===== config.mk =====
export PLATFORM = sky130hd
export DESIGN_NAME = alu_issue_unit
export DESIGN_NICKNAME = d
export VERILOG_FILES = /design/src/rtl/alu_issue_unit.sv
export SDC_FILE = /design/constraint.sdc
export NUM_CORES = 1
export LEC_CHECK = 0
export BUFFER_PORTS_ARGS = -buffer_cell sky130_fd_sc_hd__buf_4
export CAP_MARGIN = 20
export CORE_MARGIN = 10
export CORE_UTILIZATION = 38
export CTS_CLUSTER_SIZE = 12
export DETAILED_ROUTE_END_ITERATION = 10
export GPL_ROUTABILITY_DRIVEN = 0
export PLACE_DENSITY = 0.54
export SYNTH_ARGS = -nofsm -noshare
export SYNTH_HDL_FRONTEND = slang
export SYNTH_SLANG_ARGS = --single-unit

===== constraint.sdc =====
create_clock -name clk -period 12.3 [get_ports clk]
set_input_delay 2.46 -clock clk [delete_from_list [all_inputs] [get_ports clk]]
set_output_delay 2.46 -clock clk [all_outputs]
set_load 0.01 [all_outputs]

===== src/rtl/alu_issue_unit.sv =====
// alu_issue_unit: single-issue ALU front end. Accepts one instruction at a
// time, reads two operands from an external register file (with a bypass
// from the write port landing on the same edge), executes in one cycle for
// ALU ops or four shift-add cycles for MUL, then writes the result back.
//
// Handshake: in_valid/in_ready follow strict valid/ready semantics. An
// instruction is accepted on a rising edge where in_valid && in_ready; the
// fields are sampled only on that edge. in_valid while in_ready=0 has no
// effect, and the offering side may change any input freely at that time.
module alu_issue_unit #(
  parameter int DATA_W = 16,
  parameter int ADDR_W = 4
) (
  input  logic              clk,
  input  logic              rst_n,
  input  logic              in_valid,
  output logic              in_ready,
  input  logic [2:0]        in_op,
  input  logic [ADDR_W-1:0] in_rd,
  input  logic [ADDR_W-1:0] in_rs1,
  input  logic [ADDR_W-1:0] in_rs2,
  output logic [ADDR_W-1:0] read_addr1,
  output logic [ADDR_W-1:0] read_addr2,
  input  logic [DATA_W-1:0] read_data1,
  input  logic [DATA_W-1:0] read_data2,
  output logic              we,
  output logic [ADDR_W-1:0] write_addr,
  output logic [DATA_W-1:0] write_data,
  output logic              flag_zero,
  output logic              flag_carry,
  output logic [1:0]        dbg_state
);

  localparam logic [2:0] OP_ADD = 3'b000;
  localparam logic [2:0] OP_SUB = 3'b001;
  localparam logic [2:0] OP_AND = 3'b010;
  localparam logic [2:0] OP_OR  = 3'b011;
  localparam logic [2:0] OP_XOR = 3'b100;
  localparam logic [2:0] OP_SHL = 3'b101;
  localparam logic [2:0] OP_SHR = 3'b110;
  localparam logic [2:0] OP_MUL = 3'b111;

  typedef enum logic [1:0] {
    S_IDLE = 2'd0,
    S_EXEC = 2'd1,
    S_MUL  = 2'd2,
    S_WB   = 2'd3
  } state_t;

  state_t              state_q;
  logic [2:0]          op_q;
  logic [ADDR_W-1:0]   rd_q;
  logic [DATA_W-1:0]   opa_q;    // rs1 operand; multiplicand shifts left per MUL cycle
  logic [DATA_W-1:0]   opb_q;    // rs2 operand; multiplier shifts right per MUL cycle
  logic [DATA_W-1:0]   acc_q;    // MUL partial-sum accumulator
  logic [1:0]          cnt_q;    // MUL digit counter
  logic                we_q;
  logic [ADDR_W-1:0]   waddr_q;
  logic [DATA_W-1:0]   wdata_q;
  logic                fz_q;
  logic                fc_q;

  logic                accept;
  logic [DATA_W-1:0]   src1_d;
  logic [DATA_W-1:0]   src2_d;
  logic [DATA_W-1:0]   alu_res;
  logic                alu_carry;
  logic [DATA_W:0]     sum_ext;
  logic [DATA_W-1:0]   mul_digit;
  logic [DATA_W-1:0]   mul_step;

  assign in_ready   = (state_q == S_IDLE) || (state_q == S_WB);
  assign accept     = in_valid && in_ready;
  assign read_addr1 = in_rs1;
  assign read_addr2 = in_rs2;
  assign we         = we_q;
  assign write_addr = waddr_q;
  assign write_data = wdata_q;
  assign flag_zero  = fz_q;
  assign flag_carry = fc_q;
  assign dbg_state  = state_q;

  // Operand select: the file write on this edge is not yet visible on
  // read_data, so forward write_data when it targets the source register.
  always_comb begin
    src1_d = read_data1;
    src2_d = read_data2;
    if (we_q && (waddr_q == in_rs1)) src1_d = wdata_q;
    if (we_q && (waddr_q == in_rs2)) src2_d = wdata_q;
  end

  // Single-cycle ALU result and carry for the EXEC state.
  always_comb begin
    alu_res   = '0;
    alu_carry = 1'b0;
    sum_ext   = {1'b0, opa_q} + {1'b0, opb_q};
    case (op_q)
      OP_ADD: {alu_carry, alu_res} = sum_ext;
      OP_SUB: begin
        alu_res   = opa_q - opb_q;
        alu_carry = (opa_q < opb_q);
      end
      OP_AND: alu_res = opa_q & opb_q;
      OP_OR:  alu_res = opa_q | opb_q;
      OP_XOR: alu_res = opa_q ^ opb_q;
      OP_SHL: begin
        alu_res   = {opa_q[DATA_W-2:0], 1'b0};
        alu_carry = opa_q[DATA_W-1];
      end
      OP_SHR: begin
        alu_res   = {1'b0, opa_q[DATA_W-1:1]};
        alu_carry = opa_q[0];
      end
      default: begin
        alu_res   = '0;
        alu_carry = 1'b0;
      end
    endcase
  end

  // One shift-add step: accumulate multiplicand times the low 4-bit digit.
  always_comb begin
    mul_digit = DATA_W'(opb_q[3:0]);
    mul_step  = acc_q + (opa_q * mul_digit);
  end

  // Control FSM with registered write-port and flag outputs.
  always_ff @(posedge clk or negedge rst_n) begin
    if (!rst_n) begin
      state_q <= S_IDLE;
      op_q    <= '0;
      rd_q    <= '0;
      opa_q   <= '0;
      opb_q   <= '0;
      acc_q   <= '0;
      cnt_q   <= '0;
      we_q    <= 1'b0;
      waddr_q <= '0;
      wdata_q <= '0;
      fz_q    <= 1'b0;
      fc_q    <= 1'b0;
    end else begin
      case (state_q)
        S_IDLE, S_WB: begin
          we_q <= 1'b0;
          if (accept) begin
            op_q  <= in_op;
            rd_q  <= in_rd;
            opa_q <= src1_d;
            opb_q <= src2_d;
            acc_q <= '0;
            cnt_q <= '0;
            state_q <= (in_op == OP_MUL) ? S_MUL : S_EXEC;
          end else begin
            state_q <= S_IDLE;
          end
        end
        S_EXEC: begin
          we_q    <= 1'b1;
          waddr_q <= rd_q;
          wdata_q <= alu_res;
          fz_q    <= (alu_res == '0);
          fc_q    <= alu_carry;
          state_q <= S_WB;
        end
        S_MUL: begin
          acc_q <= mul_step;
          opa_q <= opa_q << 4;
          opb_q <= opb_q >> 4;
          cnt_q <= cnt_q + 2'd1;
          if (cnt_q == 2'd3) begin
            we_q    <= 1'b1;
            waddr_q <= rd_q;
            wdata_q <= mul_step;
            fz_q    <= (mul_step == '0);
            fc_q    <= 1'b0;
            state_q <= S_WB;
          end
        end
        default: state_q <= S_IDLE;
      endcase
    end
  end

endmodule


# Word-level counts from Yosys, hierarchy flattened
# Cells that the tools add are included.
[word_totals]
mem_count = 0
regBits = 82
ram_bits = 0
romBits = 0
output_inout_bits = 34
elab_cells = 76
inputBits = 50
latchBits = 0
[op_classes]
n_addsub = 4
bitwise = 3
eq_ne = 15
multipliers = 1
muxes = 26
n_lt_le_gt_ge = 1
n_div = 0
reduce_logical = 14
shift = 0
[ops]
columns = ["operator", "count"]
rows = [
  ["$pmux 16 s2", 4],
  ["$pmux 16 s7", 1],
  ["$mux 16", 6],
  ["$logic_not 16->1", 2],
  ["$add 16x16->17", 1],
  ["$add 16x16->16", 1],
  ["$and 16x16->16", 1],
  ["$lt 16x16->1", 1],
  ["$mul 16x4->16", 1],
  ["$or 16x16->16", 1],
  ["$sub 16x16->16", 1],
  ["$xor 16x16->16", 1],
  ["$eq 3x3->1 const B", 4],
  ["$eq 4x4->1", 2],
  ["$mux 2", 4],
  ["$pmux 4 s2", 1],
  ["$eq 2x2->1 const B", 3],
  ["$eq 3x2->1 const B", 2],
  ["$pmux 2 s3", 1],
  ["$reduce_and 2->1", 3],
  ["$mux 4", 1],
  ["$ne 2x2->1 const B", 2],
  ["$pmux 1 s2", 2],
  ["$pmux 1 s4", 1],
  ["other kinds (12)", 17],
]

# Logic depth before layout (Yosys ltp)
# Gate-level depths: netlist of run 1.
[logic_depth]
depth_word = 5
depth_mapped = 20
depth_no_buf = 19

# Worst setup path after synthesis of run 1
# Ideal clock, no wire load.
[synth_path]
path_type = "input to output"
from = "input in_rs1[0]"
to = "output read_addr1[0]"
required_ns = 9.840
n_path_buf = 1
arrival_time_ns = 2.579
path_stages = 1
path_slack_ns = 7.261
cell_sequence = "buf_4"
[synth_lines]
columns = ["element", "line", "text"]
rows = [
  ["start: declaration", "20", "input logic [ADDR_W-1:0] in_rs1,"],
  ["end: declaration", "22", "output logic [ADDR_W-1:0] read_addr1,"],
]
# No word-level cell between the ends.

# Worst setup path after layout of run 1
[layout_path]
from = "input in_rs2[1]"
to = "output read_addr2[1]"
[layout_lines]
columns = ["element", "line", "text"]
rows = [
  ["start: declaration", "21", "input logic [ADDR_W-1:0] in_rs2,"],
  ["end: declaration", "23", "output logic [ADDR_W-1:0] read_addr2,"],
]
# No word-level cell between the ends.

==> run_results.csv, run 1 <==
group,metric,value,unit
route,wl_per_cell,20.3,µm
timing,tns,0,ns
min_path,hold_start,"acc_q[7]",
worst_setup_path,worstSetupStartpointType,"primary input",
cts,ctsHoldBuffers,0,
route,wl,28900,µm
timing,slew_violations,0,
worst_setup_path,cp_data_required_time,9.84,ns
synth,synthDominantCellAreaShare,23.5,%
synth,ys_seq_elements,82,
synth,syn_inst,1086,
timing,relSlewSlack,33.7,%
place,hpwlAfterDp,22500,µm
route,via_per_inst,5.63,
route,drtIter0Drc,778,
synth,ys.flop_type,"dfrtp_1",
floorplanning,ioPinCount,84,
route,dr.pass1.iters,6,
timing,fin_crit,5.17,ns
cells_and_area,area_delta_synth_final,12.4,%
min_path,min_path_type,"reg -> reg",
cells_and_area,antenna_cells,0,
timing,hold_viol,0,
floorplanning,die_w,171,µm
cts,cts_buffers,9,
worst_setup_path,crit_chain,"buf_4 > buf_4",
cts,cts_setup_buffers,0,
synth,seq_area_frac_synth,23.5,%
place,port_buffers,83,
timing,setup_viol,0,
floorplanning,start_util,38.5,%
worst_setup_path,endpoint_kind,"primary output",
timing,fmax,193,MHz
global_route,antenna_found_initial,2,
synth,yosys-top-cells-area,"dfrtp_1, ha_1, fa_1",
floorplanning,fp.dieArea,29400,µm²
cts,cts_buffer_depth,2,
global_route,grt_max_degree,93,
global_route,grt_use_total,20.0,%
run,cap_viol_max_count,0,
synth,syn_area_per_cell,8.03,µm²
worst_setup_path,slowest_stage,"buf_4",
synth,ys_warn_count,0,
worst_setup_path,worst-path-buf-inv,2,
timing,rsz0062_at_grt,"false",
worst_setup_path,crit_top_cell,"buf_4",
cts,cts_tree,"yes",
floorplanning,core,22600,µm²
synth,synth_edf_count,0,
cts,htreeDepth,3,
cells_and_area,nFillCells,2272,
worst_setup_path,cp_top_family,"buffers and inverters",
global_route,grt_pass1_vias,7781,
global_route,grt_overflow,0,
cts,insertion_delay,0.36,ns
cts,cts.repair.resized,0,
floorplanning,die_h,171,µm
worst_setup_path,startpoint,"in_rs2[1]",
synth,synth_commonest_cells,"nand2_1, inv_1, nor2_1",
worst_setup_path,slowest_delay,0.13,ns
global_route,grt_pass1_wl,45700,µm
cts,cts-root-buf,"clkbuf_16",
worst_setup_path,timing.rr.start,"opb_q[1]",
worst_setup_path,critPathMaxFanout,3,
synth,async_flop_share,100,%
cts,clk_pin_slew_worst_paths,0.06,ns
floorplanning,rows,55,
synth,syn_area,8720,µm²
cells_and_area,drive_gt1_share,13.1,%
worst_setup_path,critPathArrivalTime,2.71,ns
timing,tightest_slew,0.993,ns
cells_and_area,final_net_count,1292,
synth,yosys.area.top_type,"dfrtp_1",
timing,clock_skew,0.00987,ns
timing,finalCritPeriodShare,42.1,%
synth,synthesis.nets,1247,
route,ant_nets,0,
synth,yosysMostFrequentCell,"nand2_1",
run_status,outcome,"finished clean",
route,drc,0,
synth,ys_types,77,
route,num_vias,8007,
cts,cts.sinks,82,
worst_setup_path,path_class,"in -> out",
## routing by layer
metal | up-vias | track usage [%] | share of wire, %
li1 | 3815 | - | -
met1 | 3915 | 28.8 | 47
met2 | 245 | 30.6 | 45
met3 | 32 | 1.79 | 5.5
met4 | 0 | 6.88 | 2.2
met5 | - | 0 | 0
## final timing paths
check                                 to  slack (ns)  cells after the start
max reg2reg                    acc_q[15]        7.49                     18
min in group asynchronous  write_addr[1]        2.04                      1
max                        read_addr2[1]        7.13                      2
max in group asynchronous      opb_q[15]        9.21                      2
min reg2reg                     acc_q[7]        0.48                      2
min                             acc_q[7]        0.48                      2
## cell families (layout without fill, tap and decap cells)
kind of cell | after synthesis | after routing | share of synthesized area, %
simple gates | 325 | 325 | 16.2
mux | 64 | 64 | 7.74
xor+xnor | 25 | 25 | 2.51
buf+inv | 186 | 236 | 8.91
flops | 82 | 82 | 23.5
fa+ha+maj | 111 | 111 | 19.3
compound gates | 293 | 293 | 21.8
## state kept, by name (all words and copies together) (netlist names)
| name | flops |
|---|---|
| flag_zero | 1 |
| flag_carry | 1 |
| write_addr | 4 |
| opb_q | 16 |
| we | 1 |
| write_data | 16 |
| opa_q | 16 |
| op_q | 3 |
| acc_q | 16 |
| dbg_state | 2 |
| rd_q | 4 |
| cnt_q | 2 |
## stage by stage
| stage | std cells | setup WS [ns] | area (µm²) | hold slack (ns) | util [%] |
|---|---|---|---|---|---|
| finish | 1421 | 7.13 | 9800 | 0.479 | 43.3 |
| CTS | 1421 | 7.13 | 9800 | 0.485 | 43.3 |
| global placement | 1405 | 7.13 | 9500 | 0.464 | 42.0 |
| floorplan | 1086 | 7.26 | 8720 | 0.449 | - |
| global route | 1421 | 7.12 | 9800 | 0.509 | 43.3 |
| detailed placement | 1405 | 7.13 | 9500 | 0.470 | 42.0 |
## final cells by class
class / count / area (µm²) / area share (%)
Multi-Input combinational cell: 818 / 5910 / 60.3
Sequential cell: 82 / 2050 / 20.9
Timing Repair Buffer: 95 / 713 / 7.28
Inverter: 125 / 469 / 4.79
Tap cell: 285 / 357 / 3.64
Clock buffer: 10 / 239 / 2.44
Clock inverter: 6 / 65.1 / 0.664
## cell usage in the layout, fill, tap and decap left out, types with 4 or more instances in the layout
cell type / count
a222oi_1: 4
o22ai_1: 6
nor3_1: 15
nand3_1: 16
o221ai_1: 8
a211oi_1: 17
nor2b_1: 10
o31ai_1: 6
buf_4: 95
o211ai_1: 13
and3_1: 4
or3_1: 4
nor2_1: 115
xnor2_1: 18
o21ai_0: 84
clkbuf_16: 9
a31oi_1: 6
or4_1: 4
mux2_2: 17
a21boi_0: 4
nand2_1: 132
a21oi_1: 74
fa_1: 39
ha_1: 71
a21o_1: 16
nand2b_1: 9
dfrtp_1: 82
o21bai_1: 6
xor2_1: 7
a31o_2: 4
mux2i_1: 46
inv_1: 122
a221oi_1: 6
Power of run 1 is left out: the tool's default activity adds up to more than one toggle a clock period on the data nets, which glitch-free logic cannot reach.
==> inputs of run 2 (changes only) <==
--- a/config.mk
+++ b/config.mk
@@ -5,6 +5,7 @@
 export SDC_FILE = /design/constraint.sdc
 export NUM_CORES = 1
 export LEC_CHECK = 0
+export ABC_AREA = 1
 export BUFFER_PORTS_ARGS = -buffer_cell sky130_fd_sc_hd__buf_4
 export CAP_MARGIN = 20
 export CORE_MARGIN = 10
==> constraint.sdc (replaced) <==
create_clock -name clk -period 4.8 [get_ports clk]
set_input_delay 0.96 -clock clk [delete_from_list [all_inputs] [get_ports clk]]
set_output_delay 0.96 -clock clk [all_outputs]
set_load 0.01 [all_outputs]
==> run_results.csv, run 2 <==
group,metric,value,unit
run_status,outcome,"finished clean",
cells_and_area,drive_gt1_share,9.62,%
synth,ys_warn_count,0,
timing,fin_crit,4.36,ns
synth,synth_edf_count,0,
synth,ys_seq_elements,82,
synth,yosys-top-cells-area,"dfrtp_1, nand2_1, inv_1",
route,wl,32600,µm
place,post_dp_cell_area,9850,µm²
min_path,min_path_type,"reg -> reg",
route,drtIter0Drc,756,
timing,clock_skew,0.00889,ns
cts,cts_buffer_depth,2,
synth,synthDominantCellAreaShare,22.6,%
floorplanning,die_w,174,µm
synth,yosys.area.top_type,"dfrtp_1",
synth,ys.flop_type,"dfrtp_1",
synth,synth_commonest_cells,"nand2_1, inv_1, nor2_1",
min_path,holdPathStages,2,
worst_setup_path,cp_data_required_time,5.07,ns
route,drc,0,
synth,synthesis.nets,1507,
timing,fmax,229,MHz
global_route,grt_use_total,21.1,%
floorplanning,fp.dieArea,30400,µm²
route,num_vias,9106,
worst_setup_path,crit_top_cell,"nand2_1",
synth,syn_inst,1346,
worst_setup_path,slowest_stage,"dfrtp_1",
cts,cts.sinks,82,
synth,syn_area_per_cell,6.73,µm²
worst_setup_path,timing.rr.start,"opb_q[2]",
floorplanning,start_util,38.6,%
worst_setup_path,ff2ff_path_depth,22,
min_path,hold_end,"write_addr[2]",
run,cap_viol_max_count,0,
place,placedCellCount,1706,
timing,tns,0,ns
cells_and_area,final_cell_mix,"nand2_1, inv_1, nor2_1, buf_4",
cts,ctsHoldBuffers,0,
worst_setup_path,worstSetupStartpointType,"register",
cts,clk_pin_slew_worst_paths,0.07,ns
global_route,grt_overflow,0,
worst_setup_path,critPathMaxFanout,16,
place,hpwlAfterDp,26600,µm
cts,cts-root-buf,"clkbuf_16",
timing,rsz0062_at_grt,"false",
timing,finalCritPeriodShare,90.9,%
worst_setup_path,path_class,"reg -> reg",
cells_and_area,final_cells,1722,
cts,cts.repair.resized,0,
cts,htreeDepth,3,
synth,async_flop_share,100,%
floorplanning,ioPinCount,84,
cells_and_area,area_delta_synth_final,12.1,%
min_path,hold_start,"rd_q[2]",
route,ant_nets,0,
worst_setup_path,cp_top_family,"adder cells",
place,port_buffers,83,
timing,hold_viol,0,
worst_setup_path,r2r-end,"write_data[14]",
timing,slew_violations,0,
cells_and_area,final_net_count,1559,
worst_setup_path,crit_chain,"ha_1 > xnor2_1 > ha_1 > o21bai_1 > fa_1 > inv_1 > fa_1 > inv_1 > ha_1 > a21oi_1 > o21ai_0 > nand2_1 > nand3_1 > nand2_1 > inv_1 > o21ai_1 > nand2_1 > nand2_1 > nand2_1 > nor2_1 > a21oi_1 > o21ai_1",
cts,cts_tree,"yes",
worst_setup_path,r2r_slack,0.44,ns
worst_setup_path,critPathArrivalTime,4.63,ns
worst_setup_path,worst-path-buf-inv,3,
cts,insertion_delay,0.35,ns
route,dr.pass1.iters,5,
global_route,grt_pass1_vias,8627,
timing,setup_viol,0,
synth,syn_area,9060,µm²
synth,ys_types,46,
cts,cts_buffers,9,
worst_setup_path,slowest_delay,0.67,ns
route,wl_per_cell,18.9,µm
cells_and_area,antenna_cells,0,
synth,yosysMostFrequentCell,"nand2_1",
cells_and_area,final_common_cell,"nand2_1",
global_route,grt_max_degree,62,
route,via_per_inst,5.29,
floorplanning,die_h,174,µm
global_route,grt_pass1_wl,50200,µm
timing,tightest_slew,0.787,ns
timing,relSlewSlack,47.2,%
global_route,antenna_found_initial,0,
cells_and_area,nFillCells,2521,
floorplanning,rows,56,
floorplanning,core,23500,µm²
cells_and_area,design_area,10200,µm²
worst_setup_path,endpoint_kind,"register",
synth,seq_area_frac_synth,22.6,%
cts,cts_setup_buffers,0,
==> run 2: changes by cell type after synthesis, moves of 16 or more <==
| cell | before | now |
|---|---|---|
| o22ai_1 | 6 | 38 |
| nor2_1 | 115 | 98 |
| mux2_2 | 17 | 0 |
| mux2i_1 | 46 | 0 |
| a21o_1 | 16 | 0 |
| nand3_1 | 16 | 82 |
| inv_1 | 122 | 259 |
| nand2_1 | 132 | 331 |
| clkbuf_1 | 39 | 23 |
| a22oi_1 | 1 | 19 |
| o21ai_0 | 84 | 68 |
==> run 2: per-stage QoR <==
stage               utilization [%]  hold WS, ns  worst slack [ns]
floorplan                         -        0.442             0.890
global placement               42.0        0.456             0.595
CTS                            43.3        0.480             0.478
global route                   43.3        0.520            0.0352
finish                         43.3        0.479             0.435
detailed placement             42.0        0.468             0.523
==> run 2: final cells by class <==
class / instances / area [µm²] / share of cell area [%]
clock inverters: 6 / 72.6 / 0.714
repair buffers: 94 / 706 / 6.94
inverters: 270 / 1010 / 9.97
well taps: 319 / 399 / 3.93
clock buffers: 10 / 239 / 2.35
flip-flops and latches: 82 / 2050 / 20.2
multi-input cells: 941 / 5680 / 55.9
==> run 2: worst max path at each step <==
stage                     depth (start not counted)              to  slack (ns)  startpoint
after floorplan                                  19  write_data[14]        0.89    opb_q[1]
after global placement                           19       flag_zero        0.60    opb_q[2]
after detailed placement                         22  write_data[14]        0.52    opb_q[2]
after CTS                                        22  write_data[14]        0.48    opb_q[2]
after global routing                             22  write_data[14]        0.04    opb_q[2]
final                                            22  write_data[14]        0.44    opb_q[2]
==> run 2: layer usage <==
layer,vias up,global-route usage (%),wire length [µm]
met2,383,33.0,14700
met5,-,0,0
met4,0,4.52,488
met3,38,5.18,2830
li1,4400,-,-
met1,4285,28.7,14600
==> run 2: cell families after synthesis <==
kind of cell,synth area share [%]
XOR/XNOR,1.64
adder cells (fa/ha/maj),18.6
flip-flops,22.6
AND/OR/NAND/NOR,25.4
AO/OA/AOI/OAI,17.0
buffers and inverters,14.8
==> run 2: tightest hold or removal path: cells and delay by family (launching register included) <==
kind | cells | cell delay [ns]
DFF | 1 | 0.35
and+or+nand+nor | 2 | 0.10
Power of run 2 is left out for the same reason.
